### config.mk
export PLATFORM = sky130hd
export DESIGN_NAME = keypad_scan_debounce
export DESIGN_NICKNAME = d
export VERILOG_FILES = /design/src/rtl/keypad_pkg.sv /design/src/rtl/sync_2ff.sv /design/src/rtl/keypad_scan_debounce.sv
export SDC_FILE = /design/constraint.sdc
export NUM_CORES = 1
export LEC_CHECK = 0
export BUFFER_PORTS_ARGS = -buffer_cell sky130_fd_sc_hd__buf_4
export CORE_UTILIZATION = 30
export CTS_BUF_LIST = sky130_fd_sc_hd__clkbuf_16
export DETAILED_ROUTE_END_ITERATION = 7
export PLACE_DENSITY = 0.48
export RECOVER_POWER = 25
export SYNTH_ARGS = -nofsm -noshare
export SYNTH_HDL_FRONTEND = slang
export SYNTH_SLANG_ARGS = --single-unit
### constraint.sdc
create_clock -name clk -period 12.1 [get_ports clk]
set_input_delay 0.605 -clock clk [delete_from_list [all_inputs] [get_ports clk]]
set_output_delay 0.605 -clock clk [all_outputs]
set_load 0.005 [all_outputs]
### src/rtl/keypad_pkg.sv
// Shared types and the keypad matrix map for the keypad front end.
// Pure definitions: no state and no latency.
package keypad_pkg;

    localparam logic [3:0] KEY_STAR = 4'hE;
    localparam logic [3:0] KEY_HASH = 4'hF;

    typedef enum logic [1:0] {
        IDLE    = 2'd0,
        CAND    = 2'd1,
        PRESSED = 2'd2,
        REL     = 2'd3
    } db_state_t;

    typedef enum logic [1:0] {
        NONE   = 2'd0,
        SINGLE = 2'd1,
        MULTI  = 2'd2
    } sweep_kind_t;

    // Physical (row, column) position to key code; * and # take the two spare codes.
    function automatic logic [3:0] keymap(input logic [1:0] row_idx, input logic [1:0] col_idx);
        logic [3:0] code;
        case ({row_idx, col_idx})
            4'h0:    code = 4'h1;
            4'h1:    code = 4'h2;
            4'h2:    code = 4'h3;
            4'h3:    code = 4'hA;
            4'h4:    code = 4'h4;
            4'h5:    code = 4'h5;
            4'h6:    code = 4'h6;
            4'h7:    code = 4'hB;
            4'h8:    code = 4'h7;
            4'h9:    code = 4'h8;
            4'hA:    code = 4'h9;
            4'hB:    code = 4'hC;
            4'hC:    code = KEY_STAR;
            4'hD:    code = 4'h0;
            4'hE:    code = KEY_HASH;
            default: code = 4'hD;
        endcase
        return code;
    endfunction

endpackage

### src/rtl/sync_2ff.sv
// Two-flop synchroniser for asynchronous level inputs.
// Latency 2 cycles; no flow control, samples every cycle.
module sync_2ff #(
    parameter int               WIDTH   = 1,
    parameter logic [WIDTH-1:0] RST_VAL = '0
) (
    input  logic             clk,
    input  logic             rst,
    input  logic [WIDTH-1:0] d,
    output logic [WIDTH-1:0] q
);

    logic [WIDTH-1:0] meta_q, meta_d;
    logic [WIDTH-1:0] sync_q, sync_d;

    always_comb begin
        meta_d = d;
        sync_d = meta_q;
    end

    always_ff @(posedge clk or negedge rst) begin
        if (!rst) begin
            meta_q <= RST_VAL;
            sync_q <= RST_VAL;
        end else begin
            meta_q <= meta_d;
            sync_q <= sync_d;
        end
    end

    assign q = sync_q;

endmodule

### src/rtl/keypad_scan_debounce.sv
// 4x4 keypad column scanner with per-sweep debounce, ghost rejection and no auto-repeat.
// Strobe lands DB_COUNT sweeps + 1 cycle after rows settle; no backpressure, key held until next press.
module keypad_scan_debounce
    import keypad_pkg::*;
#(
    parameter int SCAN_DIV = 27000,
    parameter int DB_COUNT = 5
) (
    input  logic       clk,
    input  logic       rst,
    input  logic [3:0] row,
    output logic [3:0] col,
    output logic [3:0] key,
    output logic       key_pressed,
    output logic       key_strobe
);

    localparam int DIV_W = $clog2(SCAN_DIV);
    localparam int CNT_W = $clog2(DB_COUNT + 1);
    localparam logic [DIV_W-1:0] DIV_LAST = DIV_W'(SCAN_DIV - 1);
    localparam logic [CNT_W-1:0] CNT_ONE  = CNT_W'(1);
    localparam logic [CNT_W-1:0] CNT_LAST = CNT_W'(DB_COUNT - 1);
    localparam logic [CNT_W-1:0] CNT_FULL = CNT_W'(DB_COUNT);

    logic [3:0]       row_sync;
    logic [DIV_W-1:0] div_q, div_d;
    logic [1:0]       col_idx_q, col_idx_d;
    logic [3:0][3:0]  cap_q, cap_d;
    logic             sweep_end_q, sweep_end_d;
    db_state_t        state_q, state_d;
    logic [3:0]       cand_q, cand_d;
    logic [CNT_W-1:0] cnt_q, cnt_d;
    logic [3:0]       key_q, key_d;
    logic             key_pressed_q, key_pressed_d;
    logic             key_strobe_q, key_strobe_d;

    logic             div_last;
    logic [4:0]       n_low;
    logic [3:0]       hit_code;
    sweep_kind_t      sweep_kind;

    sync_2ff #(
        .WIDTH   (4),
        .RST_VAL (4'hF)
    ) u_row_sync (
        .clk (clk),
        .rst (rst),
        .d   (row),
        .q   (row_sync)
    );

    assign div_last = (div_q == DIV_LAST);
    assign col      = ~(4'b0001 << col_idx_q);

    // Rows are captured on the last divider cycle of each column, long after the synchroniser settles.
    always_comb begin
        div_d       = div_last ? '0 : div_q + DIV_W'(1);
        col_idx_d   = div_last ? col_idx_q + 2'd1 : col_idx_q;
        cap_d       = cap_q;
        if (div_last) begin
            cap_d[col_idx_q] = row_sync;
        end
        sweep_end_d = div_last && (col_idx_q == 2'd3);
    end

    always_comb begin
        n_low    = '0;
        hit_code = '0;
        for (int c = 0; c < 4; c++) begin
            for (int r = 0; r < 4; r++) begin
                if (!cap_q[c][r]) begin
                    n_low    = n_low + 5'd1;
                    hit_code = keymap(2'(r), 2'(c));
                end
            end
        end
        if (n_low == 5'd0) begin
            sweep_kind = NONE;
        end else if (n_low == 5'd1) begin
            sweep_kind = SINGLE;
        end else begin
            sweep_kind = MULTI;
        end
    end

    always_comb begin
        state_d       = state_q;
        cand_d        = cand_q;
        cnt_d         = cnt_q;
        key_d         = key_q;
        key_pressed_d = key_pressed_q;
        key_strobe_d  = 1'b0;
        if (sweep_end_q) begin
            case (state_q)
                IDLE: begin
                    if (sweep_kind == SINGLE) begin
                        state_d = CAND;
                        cand_d  = hit_code;
                        cnt_d   = CNT_ONE;
                    end
                end
                CAND: begin
                    if (sweep_kind == SINGLE && hit_code == cand_q) begin
                        if (cnt_q == CNT_LAST) begin
                            state_d       = PRESSED;
                            cnt_d         = CNT_FULL;
                            key_d         = cand_q;
                            key_pressed_d = 1'b1;
                            key_strobe_d  = 1'b1;
                        end else begin
                            cnt_d = cnt_q + CNT_ONE;
                        end
                    end else if (sweep_kind == SINGLE) begin
                        cand_d = hit_code;
                        cnt_d  = CNT_ONE;
                    end else begin
                        state_d = IDLE;
                        cnt_d   = '0;
                    end
                end
                // Anything but a clean release is ignored: roll-over needs all keys up first.
                PRESSED: begin
                    if (sweep_kind == NONE) begin
                        state_d = REL;
                        cnt_d   = CNT_ONE;
                    end
                end
                REL: begin
                    if (sweep_kind == NONE) begin
                        if (cnt_q == CNT_LAST) begin
                            state_d       = IDLE;
                            cnt_d         = '0;
                            key_pressed_d = 1'b0;
                        end else begin
                            cnt_d = cnt_q + CNT_ONE;
                        end
                    end else begin
                        state_d = PRESSED;
                        cnt_d   = CNT_FULL;
                    end
                end
                default: begin
                    state_d = IDLE;
                    cnt_d   = '0;
                end
            endcase
        end
    end

    always_ff @(posedge clk or negedge rst) begin
        if (!rst) begin
            div_q         <= '0;
            col_idx_q     <= '0;
            cap_q         <= '1;
            sweep_end_q   <= 1'b0;
            state_q       <= IDLE;
            cand_q        <= '0;
            cnt_q         <= '0;
            key_q         <= '0;
            key_pressed_q <= 1'b0;
            key_strobe_q  <= 1'b0;
        end else begin
            div_q         <= div_d;
            col_idx_q     <= col_idx_d;
            cap_q         <= cap_d;
            sweep_end_q   <= sweep_end_d;
            state_q       <= state_d;
            cand_q        <= cand_d;
            cnt_q         <= cnt_d;
            key_q         <= key_d;
            key_pressed_q <= key_pressed_d;
            key_strobe_q  <= key_strobe_d;
        end
    end

    assign key         = key_q;
    assign key_pressed = key_pressed_q;
    assign key_strobe  = key_strobe_q;

endmodule

# Yosys cells after proc, flatten, opt, wreduce, memory -nomap -nowiden
# Index checks and enable logic that the tools add are counted.
# Widths: inputs -> output; s select.
# totals
inputBits	6
register_bits	57
# classes
mux	66
n_shift	1
n_reduce_logical	13
n_lt_le_gt_ge	2
bitwise	1
addsub	18
n_eq_ne	19
# ops
op	n
$add 5x1->5 const B	15
$mux 5	15
$mux 4	18
$mux 2	9
$mux 3	6
$bwmux 16	1
$add 15x1->15 const B	1
$eq 15x15->1 const B	1
$mux 15	1
$ne 2x2->1 const B	7
$pmux 3 s4	1
$reduce_and 6->1	2
$mux 1	11
$ne 3x3->1 const B	3
$demux 4 s2	1
$pmux 2 s4	1
$pmux 4 s2	1
$eq 2x2->1 const B	3
$reduce_and 3->1	2
$eq 5x1->1 const B	1
$logic_not 5->1	1
$eq 2x1->1 const B	2
$eq 4x4->1	1
$logic_not 2->1	2
other kinds (11)	14

# Depth between registers and ports, before layout
# Gate-level depths: netlist of the first run.
# logic_depth
ltp_word	39
mapped_depth	53
mapped_depth_nobuf	53

# Modules after synthesis
# A second synthesis of the first run with hierarchy kept.
# hier_totals
cells_unflattened	531
hier_area_um2	4805.9
# by_module_without_submodules
mod	cells_each	area_each_um2	seq_area_each_um2	n_inst
keypad_scan_debounce	523	4595.7	1246.2	1
sync_2ff	8	210.2	210.2	1

# Worst setup path before layout of the first run
# OpenSTA, ideal clock, no wires.
# synth_timing
kind	register -> register
from	register cap_q[0] (netlist bit)
to	register cnt_q[0]
t_required_ns	11.973
arrival_time_ns	9.585
setup_slack_ns	2.388
n_path_buf	0
path_stages_with_launch	52
period_less_slack_ns	9.712
cell_sequence	dfstp_2 > inv_1 > ha_1 > xor2_2 > inv_4 > ha_1 > nor2b_1 > a21o_1 > ha_1 > nand2b_1 > nand2_1 > ha_1 > nand2b_1 > o311a_1 > inv_1 > ha_1 > nor2_1 > a21oi_1 > (+16 left out) > nor2_1 > a21oi_1 > ha_1 > nor2_1 > a21oi_1 > o31a_1 > ha_1 > nand2b_1 > nand2_1 > ha_1 > nor2_1 > a31oi_1 > ha_1 > or3_1 > or4_4 > mux2_2 > a221oi_2 > nor3_1
# synth_between
elab_chain_cells	38
elab_cells_between_ends	62
cone_classes	15 x add/sub; 5 x eq/ne; 38 x mux; 4 x reduce/logical
# synth_rtl
element	line_no	rtl
start, declared	keypad_scan_debounce.sv:28	logic [3:0][3:0] cap_q, cap_d;
start signal, assigned	keypad_scan_debounce.sv:165	cap_q <= cap_d;
$mux 1	keypad_scan_debounce.sv:71	if (!cap_q[c][r]) begin
$add 5x1->5	keypad_scan_debounce.sv:72	n_low = n_low + 5'd1;
$mux 5	keypad_scan_debounce.sv:71	
$add 5x1->5	keypad_scan_debounce.sv:72	
$mux 5	keypad_scan_debounce.sv:71	
$add 5x1->5	keypad_scan_debounce.sv:72	
$mux 5	keypad_scan_debounce.sv:71	
$add 5x1->5	keypad_scan_debounce.sv:72	
(+22 left out)	--	
$mux 5	keypad_scan_debounce.sv:71	
$eq 5x1->1	keypad_scan_debounce.sv:79	end else if (n_low == 5'd1) begin
$mux 2	keypad_scan_debounce.sv:79	
$mux 2	keypad_scan_debounce.sv:77	if (n_low == 5'd0) begin
$eq 2x1->1	keypad_scan_debounce.sv:96, keypad_scan_debounce.sv:103, keypad_scan_debounce.sv:113	
$mux 1 / $logic_and 1x1->1 (equally long branches)	keypad_scan_debounce.sv:113, keypad_scan_debounce.sv:103	
$mux 3	keypad_scan_debounce.sv:103	if (sweep_kind == SINGLE && hit_code == cand_q) begin
$pmux 3 s4	keypad_scan_debounce.sv:94	case (state_q)
end signal, assigned	keypad_scan_debounce.sv:169	cnt_q <= cnt_d;
end, declared	keypad_scan_debounce.sv:32	logic [CNT_W-1:0] cnt_q, cnt_d;
# Parallel ways exist; a longest one is shown, timed or not.
# A chain may end at the register's enable or synchronous reset.

# Worst setup path after layout of the first run
# layout_timing
from	register cap_q[0] (netlist bit)
to	register cnt_q[2]
# layout_between
elab_chain_cells	38
elab_cells_between_ends	61
cone_classes	15 x add/sub; 5 x eq/ne; 37 x mux; 4 x reduce/logical
# layout_rtl
element	line_no
$mux 1	keypad_scan_debounce.sv:71
$add 5x1->5	keypad_scan_debounce.sv:72
$mux 5	keypad_scan_debounce.sv:71
$add 5x1->5	keypad_scan_debounce.sv:72
$mux 5	keypad_scan_debounce.sv:71
$add 5x1->5	keypad_scan_debounce.sv:72
$mux 5	keypad_scan_debounce.sv:71
$add 5x1->5	keypad_scan_debounce.sv:72
(+22 left out)	--
$mux 5	keypad_scan_debounce.sv:71
$eq 5x1->1	keypad_scan_debounce.sv:79
$mux 2	keypad_scan_debounce.sv:79
$mux 2	keypad_scan_debounce.sv:77
$eq 2x1->1	keypad_scan_debounce.sv:96, keypad_scan_debounce.sv:103
$logic_and 1x1->1	keypad_scan_debounce.sv:103
$mux 3	keypad_scan_debounce.sv:103
$pmux 3 s4	keypad_scan_debounce.sv:94
# Parallel ways exist; a longest one is shown, timed or not.

==> results of run 1 <==
-- worst max-delay path: cells and delay by family, from the launching register on --
kind                       cells  cell delay [ns]
buffers and inverters          5             0.31
DFF                            1             0.54
muxes                          3             0.44
and+or+nand+nor               17             2.42
AOI/OAI and AO/OA             12             2.46
adders and majority gates     14             4.03
xor gates and xnor gates       1             0.28
-- routing by layer --
metal	vias to the layer above	routed length (um)	GRT usage (%)
li1	1634	-	-
met1	1566	4300	17.0
met2	42	4040	20.9
met3	10	187	1.94
met4	0	136	4.89
met5	-	0	0
-- placed cells by master, fill, tap and decap left out, types with 4 or more instances in the layout --
cell | synthesis | routed
sky130_fd_sc_hd__nor2b_1 | 11 | 11
sky130_fd_sc_hd__clkbuf_16 | 0 | 10
sky130_fd_sc_hd__nor2_1 | 38 | 38
sky130_fd_sc_hd__xnor2_1 | 30 | 30
sky130_fd_sc_hd__nand3b_1 | 4 | 4
sky130_fd_sc_hd__mux2_2 | 26 | 26
sky130_fd_sc_hd__a21oi_1 | 17 | 17
sky130_fd_sc_hd__clkbuf_4 | 0 | 4
sky130_fd_sc_hd__a31oi_1 | 7 | 7
sky130_fd_sc_hd__xor2_1 | 22 | 22
sky130_fd_sc_hd__nand2_1 | 38 | 38
sky130_fd_sc_hd__xnor2_2 | 6 | 6
sky130_fd_sc_hd__xnor3_1 | 6 | 6
sky130_fd_sc_hd__o21ai_0 | 10 | 10
sky130_fd_sc_hd__buf_4 | 1 | 11
sky130_fd_sc_hd__mux2i_1 | 8 | 8
sky130_fd_sc_hd__nand3_1 | 13 | 13
sky130_fd_sc_hd__dfstp_2 | 24 | 24
sky130_fd_sc_hd__dfrtp_1 | 33 | 33
sky130_fd_sc_hd__nor3_1 | 11 | 11
sky130_fd_sc_hd__nand2b_1 | 15 | 15
sky130_fd_sc_hd__ha_1 | 23 | 23
sky130_fd_sc_hd__a211oi_1 | 4 | 4
sky130_fd_sc_hd__and3_1 | 4 | 4
sky130_fd_sc_hd__o31ai_1 | 4 | 4
sky130_fd_sc_hd__inv_1 | 28 | 29
-- kinds of logic (layout without fill, tap and decap cells) --
logic type,after synthesis,after routing,share of synthesized area (%)
muxes,34,34,8.45
adders and majority gates,23,23,6.52
DFF,57,57,33.0
and+or+nand+nor,163,163,19.2
buffers and inverters,48,61,4.39
xor gates and xnor gates,67,67,17.0
AOI/OAI and AO/OA,73,73,11.4
-- registers in the layout, indices dropped and copies added (netlist names) --
| signal | count |
|---|---|
| cap_q | 16 |
| cnt_q | 3 |
| state_q | 2 |
| key_pressed | 1 |
| div_q | 15 |
| u_row_sync.meta_q | 4 |
| key | 4 |
| col_idx_q | 2 |
| key_strobe | 1 |
| u_row_sync.q | 4 |
| cand_q | 4 |
| sweep_end_q | 1 |
-- path summary, 6_finish.rpt --
| check | from | end | slack, ns | cells past startpoint |
|---|---|---|---|---|
| worst max-delay path | cap_q[0]$_DFFE_PN1P_ | cnt_q[2]$_DFFE_PN0P_ | 1.50 | 52 |
| worst min-delay path | u_row_sync.meta_q[1]$_DFF_PN1_ | u_row_sync.q[1]$_DFF_PN1_ | 0.35 | 0 |
| worst max register to register | cap_q[0]$_DFFE_PN1P_ | cnt_q[2]$_DFFE_PN0P_ | 1.50 | 52 |
| worst min register to register | u_row_sync.meta_q[1]$_DFF_PN1_ | u_row_sync.q[1]$_DFF_PN1_ | 0.35 | 0 |
| max in group asynchronous | rst | div_q[2]$_DFF_PN0_ | 9.14 | 1 |
| min in group asynchronous | rst | div_q[4]$_DFF_PN0_ | 1.27 | 1 |
-- power by group through the flow --
stage | clock network, mW | registers, mW | logic [mW]
2_1_floorplan | 0 | 0.197 | 0.0000506
3_3_place_gp | 0 | 0.198 | 0.00504
3_5_place_dp | 0 | 0.198 | 0.00512
4_1_cts | 0.258 | 0.195 | 0.00515
5_1_grt | 0.266 | 0.195 | 0.00537
6_report | 0.251 | 0.195 | 0.00452
-- stage by stage --
| step | power, mW | setup WS [ns] | util, % | cells |
|---|---|---|---|---|
| finish | 0.451 | 1.50 | 35.4 | 658 |
| detailed placement | 0.203 | 1.50 | 33.2 | 642 |
| CTS | 0.458 | 1.48 | 35.4 | 658 |
| global placement | 0.203 | 1.74 | 33.2 | 642 |
| floorplan | 0.197 | 2.39 | - | 465 |
| global route | 0.467 | 0.669 | 35.4 | 658 |
-- area by class of cell --
class / count / area, um2 / area share, %
flip-flops and latches: 57 / 1460 / 29.2
inverters: 29 / 111 / 2.23
multi-input cells: 360 / 2770 / 55.6
clock inverters: 6 / 56.3 / 1.13
repair buffers: 16 / 116 / 2.33
well taps: 180 / 225 / 4.52
clock buffers: 10 / 250 / 5.02
==> implementation parameters, run 1 <==
Parameter                              Value

Drt
  Remaining antenna violation count    0
  Final routed DRC violation total    0
  Aggregate routed wire length    8.66 mm
  Vias per cell    4.94
  DR iter-0 viols    121
  Number of iterations in the first detailed-routing pass    4
  Post-DR wirelength/cell    13.2 um
  Via count    3252

Logic synthesis
  Area share of the largest cell type after synthesis    18.7%
  Main flop type after synthesis    sky130_fd_sc_hd__dfrtp_1
  Average cell area after synthesis    9.49 um2
  Number of library cell types mapped by synthesis    64
  Net count of the mapped netlist    494
  Top cells by area, synth    sky130_fd_sc_hd__dfrtp_1 19%, sky130_fd_sc_hd__dfstp_2 14%, sky130_fd_sc_hd__mux2_2 6.6%
  Synth warnings    0
  Cell area after technology mapping    0.00441 mm2
  Post-Synthesis Cells    465
  Ys async rst share    100%
  Synthesis-stage register bit count    57
  Number of enable-type register cells in the synthesized netlist    0
  Sequential fraction of the synthesis area    33.0%
  Yosys top cell by area    sky130_fd_sc_hd__dfrtp_1
  List of most frequent post-synthesis cells    38 x sky130_fd_sc_hd__nand2_1, 38 x sky130_fd_sc_hd__nor2_1, 33 x sky130_fd_sc_hd__dfrtp_1, 30 x sky130_fd_sc_hd__xnor2_1, 28 x sky130_fd_sc_hd__inv_1

Setup path
  Required time of the worst setup path    12.30 ns
  Critical Path Start Type    register
  Slowest Stage Delay on Critical Path    0.54 ns
  Element type at the critical path end    register
  Arrival time reported for the critical path endpoint    10.80 ns
  Worst path most repeated cell    sky130_fd_sc_hd__ha_1
  Biggest fanout along the worst timing path    5
  Cell with the largest stage delay on the worst path    sky130_fd_sc_hd__dfstp_2
  Worst Setup Path Type    reg -> reg

Layout
  Layout net count    502
  Count of antenna diodes in the layout    0
  Total non-filler cell area in the finished layout    0.00499 mm2
  Number of inserted filler cells in the final layout    1457
  Layout cells sized above 1    20.3%
  Growth of design area from synthesis to finish    13.0%

Timing
  Setup-violating endpoint count in the final report    0
  Count of final hold-check violations    0
  Actual slew at the worst max-slew pin    3.00 ns
  Post-route worst hold slack    0.354 ns
  Post-Route Setup TNS    0 ns
  Time the worst path needs with I/O delays and setup    10.60 ns
  Unrepaired setup endpoints after global routing    false
  Final max-slew violation count    58
  Fmax    0.0944 GHz
  Clk_skew    0.0105 ns
  Final worst-path cycle share    87.6%
  Max_slew headroom    -100%

GRT
  Global-route congestion overflow total    0
  First-pass GRT wire length    15.4 mm
  Number of antenna violations at the first check in global routing    0
  Overall fraction of global-route tracks in use    12.8%
  Largest net degree at the start of global routing    58
  Number of global-route vias before repair    3240

Power
  Worst voltage drop across the vdd grid    0.0801 mV
  Sw frac    19.3%
  Fraction of power consumed by the clock network    55.8%
  Flop pwr share    43.2%
  Design internal power    364 uW
  Share of power burned in combinational logic    1.0%
  Leakage    2.16 nW
  Power density of the placed cells    90.4 mW/mm2
  Psw    86.8 uW

Clocking
  H-tree lvl count    3
  Cts bufs inserted    9
  Clock insertion delay at the later pin of the skew report    0.32 ns
  Number of buffers between clock root and the deepest sink    2
  CTS tree    done
  Post-CTS setup-driven buffer insertion count    0
  Clock Pin Slew Worst Setup and Hold Paths    0.05 ns
  CTS root buf    sky130_fd_sc_hd__clkbuf_16
  Sink count of the clock tree    57
  Total of cells resized after clock tree synthesis    0
  Hold-fix buffers at CTS    0

Placement
  Placed inst area    0.00468 mm2
  Gpl congestion    0.782
  Port Buffer Count    15
  Detailed-placement wirelength estimate    6.54 mm

Die
  # IOs    16
  Die width    123 um
  Initial cell density of the core    31.3%
  Die outline height    123 um
  Core area    0.0141 mm2
  Number of standard-cell rows in the floorplan    43
  Total Die Area    0.0152 mm2

Job
  Number of max-cap violations    1

Hold path
  Tightest Hold Check Type    reg -> reg

Outcome
  Violations in the final reports    capacitance limit, slew limit
  Outcome    finished, violations left
No activity file was read; power rests on OpenSTA's default activity.
==> run 2, diff against run 1 <==
- PLACE_DENSITY: 0.48 -> 0.47
- SYNTH_HIERARCHICAL: default -> 1
==> run 2 against run 1 <==
Net effect:
- the flow still finishes with violations (capacitance limit, slew limit)
- via count up 19%
- cell area up 9.1%
- routed wire length up 24%
- largest cell class unchanged
- count of clock-buffer cells in the layout down 1
- sequential power about the same
- utilization down 0.12 points
- non-clock buffer count unchanged
==> implementation parameters, run 2 <==
Parameter                              Value

Outcome
  Outcome    finished, violations left
  Violations in the final reports    capacitance limit, slew limit

Drt
  Final routed DRC violation total    0 (unchanged)
  Remaining antenna violation count    0 (unchanged)
  Post-DR wirelength/cell    14.2 um (+8.2%)
  Aggregate routed wire length    10.7 mm (+24%)
  Number of iterations in the first detailed-routing pass    5 (+1)
  Vias per cell    5.13 (+3.8%)
  Via count    3867 (+19%)
  DR iter-0 viols    250 (+110%)

GRT
  Overall fraction of global-route tracks in use    14.0% (+1.2 points)
  Largest net degree at the start of global routing    58 (unchanged)
  Global-route congestion overflow total    0 (unchanged)
  Number of antenna violations at the first check in global routing    0 (unchanged)
  Number of global-route vias before repair    3760 (+16%)
  First-pass GRT wire length    18.6 mm (+21%)

Logic synthesis
  Number of enable-type register cells in the synthesized netlist    0 (unchanged)
  List of most frequent post-synthesis cells    43 x sky130_fd_sc_hd__nand2_1, 43 x sky130_fd_sc_hd__xnor2_1, 33 x sky130_fd_sc_hd__dfrtp_1, 29 x sky130_fd_sc_hd__nor2_1, 26 x sky130_fd_sc_hd__inv_1
  Post-Synthesis Cells    531 (+14%)
  Main flop type after synthesis    sky130_fd_sc_hd__dfrtp_1
  Net count of the mapped netlist    560 (+13%)
  Number of library cell types mapped by synthesis    69 (+7.8%)
  Area share of the largest cell type after synthesis    17.2% (-1.5 points)
  Yosys top cell by area    sky130_fd_sc_hd__dfrtp_1
  Ys async rst share    100% (unchanged)
  Average cell area after synthesis    9.05 um2 (-4.7%)
  Cell area after technology mapping    0.00481 mm2 (+8.9%)
  Synth warnings    6 (+6)
  Top cells by area, synth    sky130_fd_sc_hd__dfrtp_1 17%, sky130_fd_sc_hd__dfstp_2 13%, sky130_fd_sc_hd__xnor2_1 7.8%
  Synthesis-stage register bit count    57 (unchanged)
  Sequential fraction of the synthesis area    30.3% (-2.7 points)

Die
  Core area    0.0154 mm2 (+9.4%)
  Number of standard-cell rows in the floorplan    45 (+4.7%)
  Total Die Area    0.0165 mm2 (+8.7%)
  Die outline height    129 um (+4.3%)
  # IOs    16 (unchanged)
  Initial cell density of the core    31.2% (-0.16 points)
  Die width    129 um (+4.3%)

Timing
  Unrepaired setup endpoints after global routing    false
  Count of final hold-check violations    0 (unchanged)
  Setup-violating endpoint count in the final report    0 (unchanged)
  Final worst-path cycle share    92.4% (+4.8 points)
  Clk_skew    0.00488 ns (-0.00561 ns)
  Actual slew at the worst max-slew pin    2.97 ns (-0.0297 ns)
  Time the worst path needs with I/O delays and setup    11.18 ns (+0.586 ns)
  Max_slew headroom    -98.2% (+2.0 points)
  Fmax    0.0894 GHz (-5.2%)
  Post-Route Setup TNS    0 ns (unchanged)
  Final max-slew violation count    58 (unchanged)
  Final WS setup    0.916 ns (-0.586 ns)

Clocking
  H-tree lvl count    3 (unchanged)
  Clock Pin Slew Worst Setup and Hold Paths    0.05 ns (about the same)
  Total of cells resized after clock tree synthesis    0 (unchanged)
  CTS tree    done
  Cts bufs inserted    9 (unchanged)
  Hold-fix buffers at CTS    0 (unchanged)
  CTS root buf    sky130_fd_sc_hd__clkbuf_16
  Number of buffers between clock root and the deepest sink    2 (unchanged)
  Sink count of the clock tree    57 (unchanged)
  Post-CTS setup-driven buffer insertion count    0 (unchanged)
  Clock insertion delay at the later pin of the skew report    0.32 ns (about the same)

Layout
  Final Non-Filler Cells    754 (+15%)
  Layout cells sized above 1    17.7% (-2.6 points)
  Growth of design area from synthesis to finish    13.1%
  Number of flip-flops under the largest register name    16 (unchanged)
  Largest registers ranked by flip-flop count    cap_q (16), div_q (15)
  Count of antenna diodes in the layout    0 (unchanged)
  Biggest register    cap_q
  Area used by sequential logic in the layout    0.00146 mm2 (unchanged)
  Area taken by multi-input logic gates    0.00319 mm2 (+15%)
  Layout net count    567 (+13%)
  Most used cells in the layout excluding fill and tap cells    43 x sky130_fd_sc_hd__nand2_1, 43 x sky130_fd_sc_hd__xnor2_1, 33 x sky130_fd_sc_hd__dfrtp_1
  Number of inserted filler cells in the final layout    1603 (+10%)

Job
  Number of max-cap violations    1 (unchanged)

Setup path
  Arrival time reported for the critical path endpoint    11.42 ns (+0.62 ns)
  Element type at the critical path end    register
  Biggest fanout along the worst timing path    9 (+4)
  Critical Path Start Type    register
  Source of the worst register-to-register timing path    cap_q[1]$_DFFE_PN1P_
  Worst path most repeated cell    sky130_fd_sc_hd__ha_1
  Cell with the largest stage delay on the worst path    sky130_fd_sc_hd__dfstp_2
  Slowest Stage Delay on Critical Path    0.56 ns (+0.02 ns)
  Launch point of the critical path    cap_q[1]$_DFFE_PN1P_
  Worst Setup Path Type    reg -> reg
  Required time of the worst setup path    12.33 ns (+0.03 ns)

Power
  Power density of the placed cells    84.7 mW/mm2 (-6.3%)
  Leakage    2.11 nW (-2.0%)
  Overall Power    461 uW (+2.2%)
  Worst voltage drop across the vdd grid    0.103 mV (+29%)

Placement
  Port Buffer Count    15 (unchanged)
  Detailed-placement wirelength estimate    8.13 mm (+24%)
  Gpl congestion    0.867 (+11%)
  Worst setup slack before clock tree synthesis    0.846 ns (-0.653 ns)
  Placed Instances    738 (+15%)

Hold path
  Tightest Hold Check Type    reg -> reg
  Hold wc startpoint    u_row_sync/meta_q[0]$_DFF_PN1_
run 2: metal layers:
| layer | share of wire [%] | track usage [%] | wire length, um |
|---|---|---|---|
| met5 | 0 | 0 | 0 |
| met4 | 2.4 | 6.23 | 255 |
| met3 | 2.8 | 2.00 | 305 |
| met2 | 44 | 21.7 | 4730 |
| met1 | 51 | 19.3 | 5450 |
run 2: layout make-up:
cell class	count	area share, %
Clock buffer	9	4.14
Clock inverter	7	1.59
Inverter	26	1.79
Multi-Input combinational cell	428	58.7
Sequential cell	57	26.8
Tap cell	211	4.86
Timing Repair Buffer	16	2.14
run 2: logic make-up (layout without fill, tap and decap cells):
group           count (synthesis)  in the layout  synth area share, %
buf+inv                        46             58                 3.64
mux                            28             28                 6.46
compound gates                111            111                 16.2
flops                          57             57                 30.3
xor+xnor                       69             69                 15.0
simple gates                  197            197                 22.5
fa+ha+maj                      23             23                 5.99
run 2: per-stage QoR:
stage	util, %	hold WS (ns)	cell area (um2)
after floorplan	-	0.309	4810
after global placement	33.2	0.348	5120
after detailed placement	33.2	0.348	5120
after CTS	35.2	0.354	5430
after global routing	35.2	0.357	5440
final	35.2	0.355	5440
run 2: worst max-delay path: cells and delay by family (launching register included):
family	cells	cell delay, ns
and+or+nand+nor	16	2.44
adders and majority gates	13	3.64
AOI/OAI and AO/OA	14	2.71
xor gates and xnor gates	4	0.85
buffers and inverters	2	0.12
DFF	1	0.56
muxes	2	0.73
run 2: worst paths after layout:
check                                            end  cells past startpoint  slack (ns)
max in group asynchronous         div_q[7]$_DFF_PN0_                      1        9.17
min reg2reg                u_row_sync/q[0]$_DFF_PN1_                      0        0.35
min                        u_row_sync/q[0]$_DFF_PN1_                      0        0.35
max reg2reg                   state_q[0]$_DFFE_PN0P_                     51        0.92
max                           state_q[0]$_DFFE_PN0P_                     51        0.92
min in group asynchronous       cnt_q[0]$_DFFE_PN0P_                      1        1.25
run 2: where the power goes:
group	switching, mW	leakage (nW)	internal (mW)
clock network	0.0834	0.158	0.178
logic	0.00366	1.26	0.000821
registers	0.00110	0.696	0.194
==> run 3, diff against run 2 <==
- GPL_TIMING_DRIVEN: default -> 0
==> run 3 against run 2 <==
Net effect:
- routed wire length is 3.2% higher
- largest cell class unchanged
- non-clock buffer count is 19 higher
- clock skew is 0.0042 ns higher
- critical path depth stayed put
- the flow still finishes with violations (capacitance limit, slew limit)
==> implementation parameters, run 3 (synthesis gave the netlist of run 2 again) <==
Parameter                              Value

Layout
  Most common cell after layout, fill and taps aside    sky130_fd_sc_hd__nand2_1
  Most used cells in the layout excluding fill and tap cells    43 x sky130_fd_sc_hd__nand2_1, 42 x sky130_fd_sc_hd__xnor2_1, 33 x sky130_fd_sc_hd__dfrtp_1
  Layout net count    586 (+3.4%)
  Biggest register    cap_q
  Growth of design area from synthesis to finish    14.2%
  Layout cells sized above 1    17.4% (-0.24 points)
  Count of antenna diodes in the layout    0 (unchanged)
  Total non-filler cell area in the finished layout    0.00549 mm2 (+0.92%)
  Number of flip-flops under the largest register name    16 (unchanged)
  Largest registers ranked by flip-flop count    cap_q (16), div_q (15)
  Final Non-Filler Cells    773 (+2.5%)
  Core occupancy in the finished layout    35.6% (+0.32 points)

GRT
  Number of global-route vias before repair    4008 (+6.6%)
  Overall fraction of global-route tracks in use    14.3% (+0.30 points)
  First-pass GRT wire length    18.9 mm (+1.9%)
  Largest net degree at the start of global routing    58 (unchanged)
  Number of antenna violations at the first check in global routing    0 (unchanged)
  Global-route congestion overflow total    0 (unchanged)

Placement
  Worst setup slack before clock tree synthesis    0.365 ns (-0.481 ns)
  Placed Instances    757 (+2.6%)
  Gpl congestion    0.833 (-3.9%)
  Placed inst area    0.00518 mm2 (+1.2%)
  Detailed-placement wirelength estimate    8.51 mm (+4.7%)
  Port Buffer Count    15 (unchanged)

Setup path
  Biggest fanout along the worst timing path    9 (unchanged)
  Slowest Stage Delay on Critical Path    0.57 ns (about the same)
  Cells on worst reg2reg path    51 (unchanged)
  Element type at the critical path end    register
  Worst path most repeated cell    sky130_fd_sc_hd__ha_1
  Required time of the worst setup path    12.33 ns (about the same)
  Cell with the largest stage delay on the worst path    sky130_fd_sc_hd__dfstp_2
  Arrival time reported for the critical path endpoint    11.48 ns (+0.06 ns)
  Critical Path Start Type    register
  Worst Setup Path Type    reg -> reg

Clocking
  Clock Pin Slew Worst Setup and Hold Paths    0.05 ns (about the same)
  Clock insertion delay at the later pin of the skew report    0.32 ns (about the same)
  CTS root buf    sky130_fd_sc_hd__clkbuf_16
  Hold-fix buffers at CTS    0 (unchanged)
  Number of buffers between clock root and the deepest sink    2 (unchanged)
  Cts bufs inserted    9 (unchanged)
  Sink count of the clock tree    57 (unchanged)
  CTS tree    done
  H-tree lvl count    3 (unchanged)

Power
  Sw frac    19.4% (+0.27 points)
  Share of power burned in combinational logic    1.0% (about the same)
  Fraction of power consumed by the clock network    54.0% (-2.7 points)
  Design internal power    350 uW (-6.1%)
  Worst voltage drop across the vdd grid    0.0870 mV (-16%)
  Psw    84.2 uW (-4.5%)
  Power density of the placed cells    79.0 mW/mm2 (-6.7%)
  Flop pwr share    45.0% (+2.7 points)
  Overall Power    434 uW (-5.8%)
  Leakage    2.14 nW (+1.0%)

Die
  Core area    0.0154 mm2 (unchanged)
  # IOs    16 (unchanged)
  Die width    129 um (unchanged)
  Number of standard-cell rows in the floorplan    45 (unchanged)
  Total Die Area    0.0165 mm2 (unchanged)
  Die outline height    129 um (unchanged)
  Initial cell density of the core    31.2% (unchanged)

Timing
  Unrepaired setup endpoints after global routing    false
  Max_slew headroom    -98.4% (-0.19 points)
  Final worst-path cycle share    92.9% (+0.51 points)
  Final max-slew violation count    58 (unchanged)
  Clk_skew    0.00903 ns (+0.00416 ns)
  Fmax    0.0889 GHz (-0.55%)
  Setup-violating endpoint count in the final report    0 (unchanged)
  Actual slew at the worst max-slew pin    2.98 ns (+0.00283 ns)
  Final WS setup    0.854 ns (-0.0618 ns)
  Time the worst path needs with I/O delays and setup    11.25 ns (+0.0618 ns)
  Count of final hold-check violations    0 (unchanged)
  Post-Route Setup TNS    0 ns (unchanged)
  Post-route worst hold slack    0.353 ns (-0.00155 ns)

Outcome
  Violations in the final reports    capacitance limit, slew limit
  Outcome    finished, violations left

Hold path
  Cell depth of the worst hold path    0 (unchanged)
  Tightest Hold Check Type    reg -> reg

Drt
  Remaining antenna violation count    0 (unchanged)
  Vias per cell    5.08 (-0.87%)
  Via count    3930 (+1.6%)
  Aggregate routed wire length    11.1 mm (+3.2%)
  Number of iterations in the first detailed-routing pass    6 (+1)
  DR iter-0 viols    183 (-27%)
  Post-DR wirelength/cell    14.3 um (+0.67%)
  Final routed DRC violation total    0 (unchanged)

Job
  Number of max-cap violations    1 (unchanged)
==> run 3: routing by layer <==
| layer | routed length, um | global-route usage, % | vias to the layer above | share of wire [%] |
|---|---|---|---|---|
| li1 | - | - | 1988 | - |
| met1 | 5500 | 18.9 | 1854 | 50 |
| met2 | 5030 | 23.7 | 74 | 45 |
| met3 | 361 | 2.16 | 14 | 3.3 |
| met4 | 201 | 4.84 | 0 | 1.8 |
| met5 | 0 | 0 | - | 0 |
==> run 3: worst paths after layout <==
| path | to | start | slack (ns) |
|---|---|---|---|
| min | u_row_sync/q[0]$_DFF_PN1_ | u_row_sync/meta_q[0]$_DFF_PN1_ | 0.35 |
| max in group asynchronous | col_idx_q[1]$_DFFE_PN0N_ | rst | 9.16 |
| min in group asynchronous | div_q[13]$_DFF_PN0_ | rst | 1.24 |
| max | state_q[0]$_DFFE_PN0P_ | cap_q[1]$_DFFE_PN1P_ | 0.85 |
| min reg2reg | u_row_sync/q[0]$_DFF_PN1_ | u_row_sync/meta_q[0]$_DFF_PN1_ | 0.35 |
| max reg2reg | state_q[0]$_DFFE_PN0P_ | cap_q[1]$_DFFE_PN1P_ | 0.85 |
==> run 3: final cells by class <==
type | count | area (um2)
Buffer | 20 | 77.6
Clock buffer | 9 | 225
Clock inverter | 7 | 55.1
Fill cell | 1596 | 9940
Inverter | 26 | 97.6
Multi-Input combinational cell | 428 | 3200
Sequential cell | 57 | 1460
Tap cell | 211 | 264
Timing Repair Buffer | 15 | 109
==> run 3: critical path, delay by kind of cell (launching register included) <==
family	cells	cell delay, ns
buffers and inverters	2	0.12
flip-flops	1	0.57
adder cells (fa/ha/maj)	13	3.71
multiplexers	2	0.66
AND/OR/NAND/NOR	16	2.54
XOR/XNOR	4	0.77
AO/OA/AOI/OAI	14	2.73
==> run 3: power by group through the flow <==
stage	Clock [mW]	Combinational (mW)	Sequential [mW]
finish	0.234	0.00448	0.195
global route	0.249	0.00557	0.195
CTS	0.242	0.00513	0.195
global placement	0	0.00504	0.198
detailed placement	0	0.00514	0.198
floorplan	0	0.0000512	0.197
==> run 3: timing repair <==
item | in CTS | in global routing
buffers inserted | 0 | 0
setup endpoints to repair | 0 | 15
resized for setup | 0 | 7
